## src/rtl/operand_fetch_ctrl.sv

```systemverilog
// Streams COUNT operand pairs from two combinational operand memories to a valid/ready consumer.
// Latency: start sampled -> out_valid two edges later; done pulses one edge after the DONE state.
// Backpressure: a presented pair is held stable until out_ready; no timeout.
module operand_fetch_ctrl #(
    parameter int ADDR_W = 4,
    parameter int DATA_W = 16
) (
    input  logic              clk,
    input  logic              rst_n,
    input  logic              start,
    input  logic [ADDR_W-1:0] base1_addr,
    input  logic [ADDR_W-1:0] base2_addr,
    input  logic [ADDR_W:0]   count,
    output logic [ADDR_W-1:0] operand1_addr,
    input  logic [DATA_W-1:0] operand1_value,
    output logic [ADDR_W-1:0] operand2_addr,
    input  logic [DATA_W-1:0] operand2_value,
    output logic [DATA_W-1:0] out_op1,
    output logic [DATA_W-1:0] out_op2,
    output logic              out_valid,
    input  logic              out_ready,
    output logic              busy,
    output logic              done
);

    typedef enum logic [1:0] {IDLE, FETCH, PRESENT, DONE} state_t;

    state_t              state_q, state_d;
    logic [ADDR_W-1:0]   addr1_q, addr1_d;
    logic [ADDR_W-1:0]   addr2_q, addr2_d;
    logic [ADDR_W:0]     rem_q, rem_d;
    logic [DATA_W-1:0]   op1_q, op1_d;
    logic [DATA_W-1:0]   op2_q, op2_d;
    logic                valid_q, valid_d;
    logic                done_q, done_d;

    always_ff @(posedge clk or negedge rst_n) begin
        if (!rst_n) begin
            state_q <= IDLE;
            addr1_q <= '0;
            addr2_q <= '0;
            rem_q   <= '0;
            op1_q   <= '0;
            op2_q   <= '0;
            valid_q <= 1'b0;
            done_q  <= 1'b0;
        end else begin
            state_q <= state_d;
            addr1_q <= addr1_d;
            addr2_q <= addr2_d;
            rem_q   <= rem_d;
            op1_q   <= op1_d;
            op2_q   <= op2_d;
            valid_q <= valid_d;
            done_q  <= done_d;
        end
    end

    always_comb begin
        state_d = state_q;
        addr1_d = addr1_q;
        addr2_d = addr2_q;
        rem_d   = rem_q;
        op1_d   = op1_q;
        op2_d   = op2_q;
        valid_d = valid_q;
        done_d  = 1'b0;
        unique case (state_q)
            IDLE: begin
                // The done pulse lands in an IDLE cycle; a start there belongs to the finished run.
                if (start && !done_q) begin
                    addr1_d = base1_addr;
                    addr2_d = base2_addr;
                    rem_d   = count;
                    state_d = (count == '0) ? DONE : FETCH;
                end
            end
            FETCH: begin
                op1_d   = operand1_value;
                op2_d   = operand2_value;
                valid_d = 1'b1;
                state_d = PRESENT;
            end
            PRESENT: begin
                if (valid_q && out_ready) begin
                    rem_d   = rem_q - (ADDR_W+1)'(1);
                    valid_d = 1'b0;
                    if (rem_q == (ADDR_W+1)'(1)) begin
                        state_d = DONE;
                    end else begin
                        addr1_d = addr1_q + ADDR_W'(1);
                        addr2_d = addr2_q + ADDR_W'(1);
                        state_d = FETCH;
                    end
                end
            end
            DONE: begin
                done_d  = 1'b1;
                state_d = IDLE;
            end
            default: state_d = IDLE;
        endcase
    end

    assign operand1_addr = addr1_q;
    assign operand2_addr = addr2_q;
    assign out_op1       = op1_q;
    assign out_op2       = op2_q;
    assign out_valid     = valid_q;
    assign busy          = (state_q != IDLE);
    assign done          = done_q;

endmodule

```

## config.mk

```make
export PLATFORM = sky130hd
export DESIGN_NAME = operand_fetch_ctrl
export DESIGN_NICKNAME = d
export VERILOG_FILES = /design/src/rtl/operand_fetch_ctrl.sv
export SDC_FILE = /design/constraint.sdc
export NUM_CORES = 1
export LEC_CHECK = 0
export ABC_AREA = 0
export CORE_MARGIN = 3
export CORE_UTILIZATION = 40
export CTS_BUF_LIST = sky130_fd_sc_hd__clkbuf_8
export DETAILED_ROUTE_END_ITERATION = 12
export PLACE_DENSITY = 0.78
export SKIP_CTS_REPAIR_TIMING = 1
export SLEW_MARGIN = 20
export SYNTH_ARGS = -nofsm -noshare
export SYNTH_HDL_FRONTEND = slang
export SYNTH_SLANG_ARGS = --single-unit
```

## constraint.sdc

```tcl
create_clock -name clk -period 2.2 [get_ports clk]
set_input_delay 0.33 -clock clk [delete_from_list [all_inputs] [get_ports clk]]
set_output_delay 0.33 -clock clk [all_outputs]
set_load 0.05 [all_outputs]
```

# Yosys cells after proc, flatten, opt, wreduce, memory -nomap -nowiden
# Index checks and enable logic that the tools add are counted.
# W data, S select, Z words.
[totals]
output_inout_bits = 43
elab_cells = 49
register_bits = 49
[classes]
mux = 19
reduce_logical = 12
n_eq_ne = 7
add_sub_neg = 3
[ops]
columns = ["operator", "count"]
rows = [
  ["$mux W4", 6],
  ["$pmux W4 S2", 2],
  ["$mux W5", 2],
  ["$pmux W5 S2", 1],
  ["$add A4 B1 Y4 const B", 2],
  ["$mux W2", 4],
  ["$pmux W2 S4", 1],
  ["$ne A2 B2 Y1 const B", 3],
  ["$reduce_bool A2 Y1", 3],
  ["$eq A5 B1 Y1 const B", 1],
  ["$logic_not A5 Y1", 1],
  ["$sub A5 B1 Y5 const B", 1],
  ["$eq A2 B2 Y1 const B", 2],
  ["$reduce_and A2 Y1", 2],
  ["$reduce_and A4 Y1", 1],
  ["$reduce_and A3 Y1", 1],
  ["$eq A2 B1 Y1 const B", 1],
  ["$logic_and A1 B1 Y1", 2],
  ["$logic_not A2 Y1", 1],
  ["$mux W1", 2],
  ["$pmux W1 S2", 1],
  ["$logic_not A1 Y1", 1],
]

# Depth between registers and ports, before layout
# Gate-level depths: netlist of run 1.
[depth]
ltp_word = 4
ltp_mapped = 7

# Worst setup path before layout of run 1
# No wires, ideal clock.
[synth_timing]
kind = "reg-to-reg"
startpoint = "register done_q, in the netlist done"
endpoint = "register addr1_q[1], in the netlist operand1_addr[1]"
stages_incl_launch_ff = 6
setup_time_ns = 0.125
required_ns = 2.075
slack_ns = 0.187
synth_period_minus_slack_ns = 2.013
t_arrival_ns = 1.888
cell_sequence = "dfrtp_1 > or4b_4 > buf_6 > a22o_1 > buf_6 > mux2_4"
[synth_between]
elab_chain_len = 4
[synth_lines]
columns = ["element", "line_no", "text"]
rows = [
  ["start, declared", "35", "logic done_q, done_d;"],
  ["start signal, assigned", "55", "done_q <= done_d;"],
  ["$logic_not A1 Y1", "71", "if (start && !done_q) begin"],
  ["$logic_and A1 B1 Y1", "71", ""],
  ["$ne A2 B2 Y1 (no source line)", "--", ""],
  ["$reduce_and A4 Y1 (no source line)", "--", ""],
  ["end signal, assigned", "49", "addr1_q <= addr1_d;"],
  ["end, declared", "29", "logic [ADDR_W-1:0] addr1_q, addr1_d;"],
]
# No other way between the ends.
# A chain may end at the register's enable or synchronous reset.

# Worst setup path in the final report of run 1
[layout_timing]
startpoint = "register addr1_q[0], in the netlist operand1_addr[0]"
endpoint = "output operand1_addr[0]"
[layout_lines]
columns = ["element", "line_no", "text"]
rows = [
  ["end, declared", "14", "output logic [ADDR_W-1:0] operand1_addr,"],
]
# No word-level cell between the ends.

==> results.tsv, run 1 <==
metric	value	unit
status	complete, no violations	
CP arrival	1.60	ns
Final Hold Viols	0	
Critical Path Start	operand1_addr[0]$_DFFE_PN0P_	
WL/cell	16.2	um
adder-cell share of the synthesized area	2.13	%
core area	5570	sq um
TritonCTS clock tree	done	
most frequent cells in the layout	clkdlybuf4s50_1, dfrtp_1, mux2_2, buf_4, nand3_1	
Hold Path Class	in -> async	
die area	6820	sq um
DP Area	3380	sq um
Num CTS Buffers	5	
Leak	1.45	nW
1st-iter DRT viols	126	
Data required, critical path	1.87	ns
Area growth syn-to-layout	50.3	%
first-pass GRT wire length	9.22	mm
area of the multi-input gates	1030	sq um
post-synthesis simple-gate area fraction	12.6	%
Cell Area, Synth	2340	sq um
crit path max-delay cell type	clkdlybuf4s50_1	
fill cell count	450	
Crit Reg-Reg Startpoint	state_q[1]$_DFFE_PN0P_	
routed vias	1937	
top sig layer	met4	
GRT overflow	0	
Clk Latency, worst-skew pair	0.30	ns
Die Span Y	82.6	um
synthesis-stage register bit count	49	
Setup TNS Final	0	ns
register area share after synthesis	52.3	%
Reg2Reg Setup Slack	0.30	ns
H-Tree Depth	2	
row count	27	
vias per cell	5.41	
Netlist cell types	40	
Antenna Cells	0	
startpoint types	register	
drt total wl	5.80	mm
xor and xnor fraction of the mapped netlist area	0	%
Max transition margin	64.1	%
MaxCap Viol Count	0	
met2 WL post-DR	2.62	mm
peak supply drop	0.000979	V
Crit path max-delay family	buffers and inverters	
Setup CP Type	reg -> out	
IO Count	92	
Crit. End Element	output port	
initial core utilization	42.1	%
Max Slew Vio Count	0	
Clock Skew	0.00597	ns
final core utilization	63.2	%
final instance area	3520	sq um
Root Driver	clkbuf_8	
clock sinks	49	
post-route clock period utilization	87.9	%
vias in the first global route	1953	
clk slew on worst S/H paths	0.09	ns
initial antenna violation count	0	
Slew @ Worst Pin	0.536	ns
Remaining DRCs	0	
Tot GR Track Use	18.0	%
worst path cell trace	clkdlybuf4s50_1	
commonest non-fill, non-tap cell in the layout	clkdlybuf4s50_1	
post-synthesis cell count	188	
Max Clk Rate	517	MHz
final setup vio count	0	
detailed-router iteration count before antenna repair	4	
hpwl dp	4.19	mm
RSZ-0062 raised after global routing	false	
wire length on met1	2.49	mm
DR WL met3	636	um
WP buf/inv	1	
crit path time final	1.93	ns
CP peak stage delay	0.84	ns
clock buffer depth	2	
largest net degree at the start of global routing	33	
Placer Congestion	0.824	
Warnings, synthesis	0	
post-route antenna net violation count	0	
post-synthesis compound-gate area fraction	11.3	%
Nets	338	
syn_area_per_cell	12.5	sq um
Seq. cell area	1230	sq um
Die Width	82.6	um
PD cells	1790	nW/um^2
share of cells above drive strength 1	22.0	%
PortBufs	91	
worst-path maximum fanout	7	
post-synth net total	241	
post-synthesis mux area share	17.6	%
main combinational cell family by area after synthesis	multiplexers	
[flip-flops by register name, indices dropped and copies added (netlist names)]
signal / flops
out_op1: 16
out_op2: 16
rem_q: 5
operand1_addr: 4
operand2_addr: 4
state_q: 2
done: 1
out_valid: 1
[logic make-up after synthesis]
logic type,after synthesis
simple gates,43
fa+ha+maj,4
compound gates,37
mux,36
flops,49
buf+inv,19
[per-layer routing]
layer | vias to the layer above | track usage [%]
met5 | - | 0
met4 | 0 | 5.07
met3 | 7 | 8.79
met2 | 84 | 27.2
met1 | 950 | 22.9
li1 | 896 | -
[worst paths after layout]
check	cells after the start	endpoint
setup / recovery	1	operand1_addr[0]
hold / removal	2	operand1_addr[2]$_DFFE_PN0P_
setup reg to reg	4	operand1_addr[1]$_DFFE_PN0P_
min in group clk	1	out_op2[9]$_DFFE_PN0P_
max in group asynchronous	3	out_op2[15]$_DFFE_PN0P_
hold reg to reg	1	out_op2[9]$_DFFE_PN0P_
[report_power, final]
part	switching [mW]	internal [mW]	leakage (nW)	total (mW)
registers	0.358	1.36	0.576	1.72
clock network	0.301	0.452	0.0681	0.753
logic	2.27	1.56	0.808	3.82
[cell type report]
cell class / instances / share of cell area (%)
Clock buffer: 5 / 1.95
Multi-Input combinational cell: 120 / 29.1
Clock inverter: 3 / 1.85
Inverter: 6 / 0.639
Sequential cell: 49 / 34.8
Timing Repair Buffer: 103 / 29.1
Tap cell: 72 / 2.56
[stage by stage]
| step | power (mW) | setup WS [ns] | cells | hold WS, ns |
|---|---|---|---|---|
| finish | 6.30 | 0.267 | 358 | 0.498 |
| CTS | 6.34 | 0.0324 | 357 | -0.0213 |
| global route | 6.64 | 0.207 | 358 | 0.527 |
| floorplan | 4.29 | 0.187 | 188 | 0.0344 |
| detailed placement | 5.56 | 0.0683 | 349 | 0.311 |
| global placement | 5.50 | 0.105 | 349 | 0.309 |
[Yosys cell counts]
master | number | area, sq um
buf_2 | 1 | 5.00
a21oi_1 | 5 | 25.0
or4_1 | 1 | 7.51
nor4bb_1 | 2 | 20.0
nand2_1 | 4 | 15.0
or3b_2 | 3 | 26.3
buf_6 | 3 | 33.8
a32oi_1 | 6 | 52.6
ha_1 | 4 | 50.1
o21bai_1 | 2 | 15.0
a22o_1 | 1 | 8.76
a2bb2oi_1 | 3 | 26.3
nand3_1 | 8 | 40.0
mux2_4 | 2 | 30.0
o21ai_0 | 2 | 10.0
dfrtp_1 | 49 | 1230
and4b_1 | 1 | 10.0
or3_1 | 2 | 12.5
and2_1 | 3 | 18.8
nand2b_1 | 2 | 12.5
buf_1 | 2 | 7.51
or4b_4 | 1 | 13.8
nand3b_1 | 2 | 15.0
or2_2 | 1 | 6.26
o211ai_1 | 6 | 45.0
nor4b_1 | 1 | 8.76
o221ai_1 | 1 | 8.76
a31oi_1 | 2 | 12.5
inv_1 | 6 | 22.5
and3b_1 | 2 | 17.5
nor3b_1 | 1 | 7.51
nor3_1 | 1 | 5.00
nand4b_1 | 1 | 8.76
a22oi_1 | 4 | 30.0
nor4b_2 | 1 | 15.0
clkbuf_1 | 7 | 26.3
o22ai_1 | 5 | 31.3
mux2_2 | 34 | 383
nor2_1 | 1 | 3.75
nor2b_1 | 5 | 31.3
(Power assumes the default switching activity.)
==> run 2: changes to the inputs <==
--- a/config.mk
+++ b/config.mk
@@ -10,6 +10,7 @@
 export CORE_UTILIZATION = 40
 export CTS_BUF_LIST = sky130_fd_sc_hd__clkbuf_8
 export DETAILED_ROUTE_END_ITERATION = 12
+export MAX_ROUTING_LAYER = met4
 export PLACE_DENSITY = 0.78
 export SKIP_CTS_REPAIR_TIMING = 1
 export SLEW_MARGIN = 20
==> run 2 against run 1 <==
Core utilization unchanged. Fmax about the same. Via count down 1.1%.
==> results.tsv, run 2 (same netlist as run 1, synthesis figures left out) <==
metric	value	unit	change
Crit. End Element	output port		
1st-iter DRT viols	134		+6.3%
IO Count	92		unchanged
status	complete, no violations		
Antenna Cells	0		unchanged
clk slew on worst S/H paths	0.09	ns	about the same
Max transition margin	64.2	%	about the same
MaxCap Viol Count	0		unchanged
worst-path maximum fanout	7		unchanged
Final Hold Viols	0		unchanged
row count	27		unchanged
Layout Cells excl Fill	358		unchanged
Reg2Reg Setup Slack	0.30	ns	about the same
TritonCTS clock tree	done		
Nets	338		unchanged
Remaining DRCs	0		unchanged
Root Driver	clkbuf_8		
clock buffer depth	2		unchanged
hpwl dp	4.19	mm	unchanged
worst path cell trace	clkdlybuf4s50_1		
commonest non-fill, non-tap cell in the layout	clkdlybuf4s50_1		
Max Clk Rate	518	MHz	about the same
Setup CP Type	reg -> out		
detailed-router iteration count before antenna repair	4		unchanged
post-route clock period utilization	87.8	%	about the same
Setup TNS Final	0	ns	unchanged
Clock Skew	0.00434	ns	-0.00163 ns
die area	6820	sq um	unchanged
core area	5570	sq um	unchanged
Leak	1.45	nW	unchanged
total power draw	6.30	mW	about the same
Clk Latency, worst-skew pair	0.30	ns	about the same
vias in the first global route	1950		-0.15%
Die Span Y	82.6	um	unchanged
R2R Path End	operand1_addr[1]$_DFFE_PN0P_		
Hold Path Class	in -> async		
DP Worst Slack	0.0683	ns	unchanged
setup ws final	0.268	ns	+0.00112 ns
Placer Congestion	0.836		+1.5%
PortBufs	91		unchanged
drt total wl	5.82	mm	+0.34%
routed vias	1916		-1.1%
DP Area	3380	sq um	unchanged
Crit Reg-Reg Startpoint	state_q[1]$_DFFE_PN0P_		
most frequent cells in the layout	clkdlybuf4s50_1, dfrtp_1, mux2_2, buf_4, nand3_1		
final instance area	3520	sq um	unchanged
Num CTS Buffers	5		unchanged
Tot GR Track Use	18.6	%	+0.58 points
RSZ-0062 raised after global routing	false		
Worst R2R Path Depth	4		unchanged
first-pass GRT wire length	9.25	mm	+0.37%
initial core utilization	42.1	%	unchanged
startpoint types	register		
Die Width	82.6	um	unchanged
Crit path max-delay family	buffers and inverters		
Data required, critical path	1.87	ns	about the same
final setup vio count	0		unchanged
share of cells above drive strength 1	22.0	%	unchanged
H-Tree Depth	2		unchanged
Area growth syn-to-layout	50.3	%	unchanged
GRT overflow	0		unchanged
post-route antenna net violation count	0		unchanged
largest net degree at the start of global routing	33		unchanged
initial antenna violation count	0		unchanged
Slew @ Worst Pin	0.535	ns	-0.000719 ns
CP arrival	1.60	ns	about the same
clock sinks	49		unchanged
Inst Count DP	349		unchanged
PD cells	1790	nW/um^2	about the same
WP buf/inv	1		unchanged
peak supply drop	0.000980	V	+0.14%
crit path time final	1.93	ns	-0.00112 ns
crit path max-delay cell type	clkdlybuf4s50_1		
CP peak stage delay	0.84	ns	about the same
Max Slew Vio Count	0		unchanged
WL/cell	16.3	um	+0.34%
vias per cell	5.35		-1.1%
run 2: final cells by class:
type	count	area, sq um
fillers	450	2050
flip-flops and latches	49	1230
multi-input cells	120	1030
repair buffers	103	1030
well taps	72	90.1
clock buffers	5	68.8
clock inverters	3	65.1
inverters	6	22.5
run 2: worst max path at each step:
stage	cells after the start	to	slack [ns]	startpoint
3_3_place_gp	4	operand2_addr[1]$_DFFE_PN0P_	0.11	start
3_5_place_dp	4	operand1_addr[1]$_DFFE_PN0P_	0.07	start
2_1_floorplan	5	operand1_addr[1]$_DFFE_PN0P_	0.19	done$_DFF_PN0_
4_1_cts	2	busy	0.03	state_q[1]$_DFFE_PN0P_
5_1_grt	1	operand2_addr[0]	0.21	operand2_addr[0]$_DFFE_PN0P_
6_report	1	operand1_addr[0]	0.27	operand1_addr[0]$_DFFE_PN0P_
run 2: power by group:
group	total, mW	internal [mW]	leakage, nW	switching (mW)
Combinational	3.83	1.56	0.808	2.27
Clock	0.749	0.452	0.0681	0.298
Sequential	1.72	1.36	0.576	0.357
Total	6.30	3.37	1.45	2.93
run 2: routing by layer:
metal,GRT usage [%],wire (um)
met5,-,0
met4,5.07,54
met3,7.05,522
met2,26.8,2630
met1,24.5,2610
run 2: per-stage QoR:
stage | utilization (%) | hold slack, ns
final | 63.2 | 0.505
after global routing | 63.2 | 0.527
after CTS | 63.0 | -0.0213
after detailed placement | 60.6 | 0.311
after global placement | 60.6 | 0.309
after floorplan | - | 0.0344
==> run 3: changes to the inputs <==
--- a/config.mk
+++ b/config.mk
@@ -6,6 +6,7 @@
 export NUM_CORES = 1
 export LEC_CHECK = 0
 export ABC_AREA = 0
+export ABC_CLOCK_PERIOD_IN_PS = 2200
 export CORE_MARGIN = 3
 export CORE_UTILIZATION = 40
 export CTS_BUF_LIST = sky130_fd_sc_hd__clkbuf_8
==> results of run 3 <==
Same layout as run 2: the final DEF is identical, and so are final timing and power.
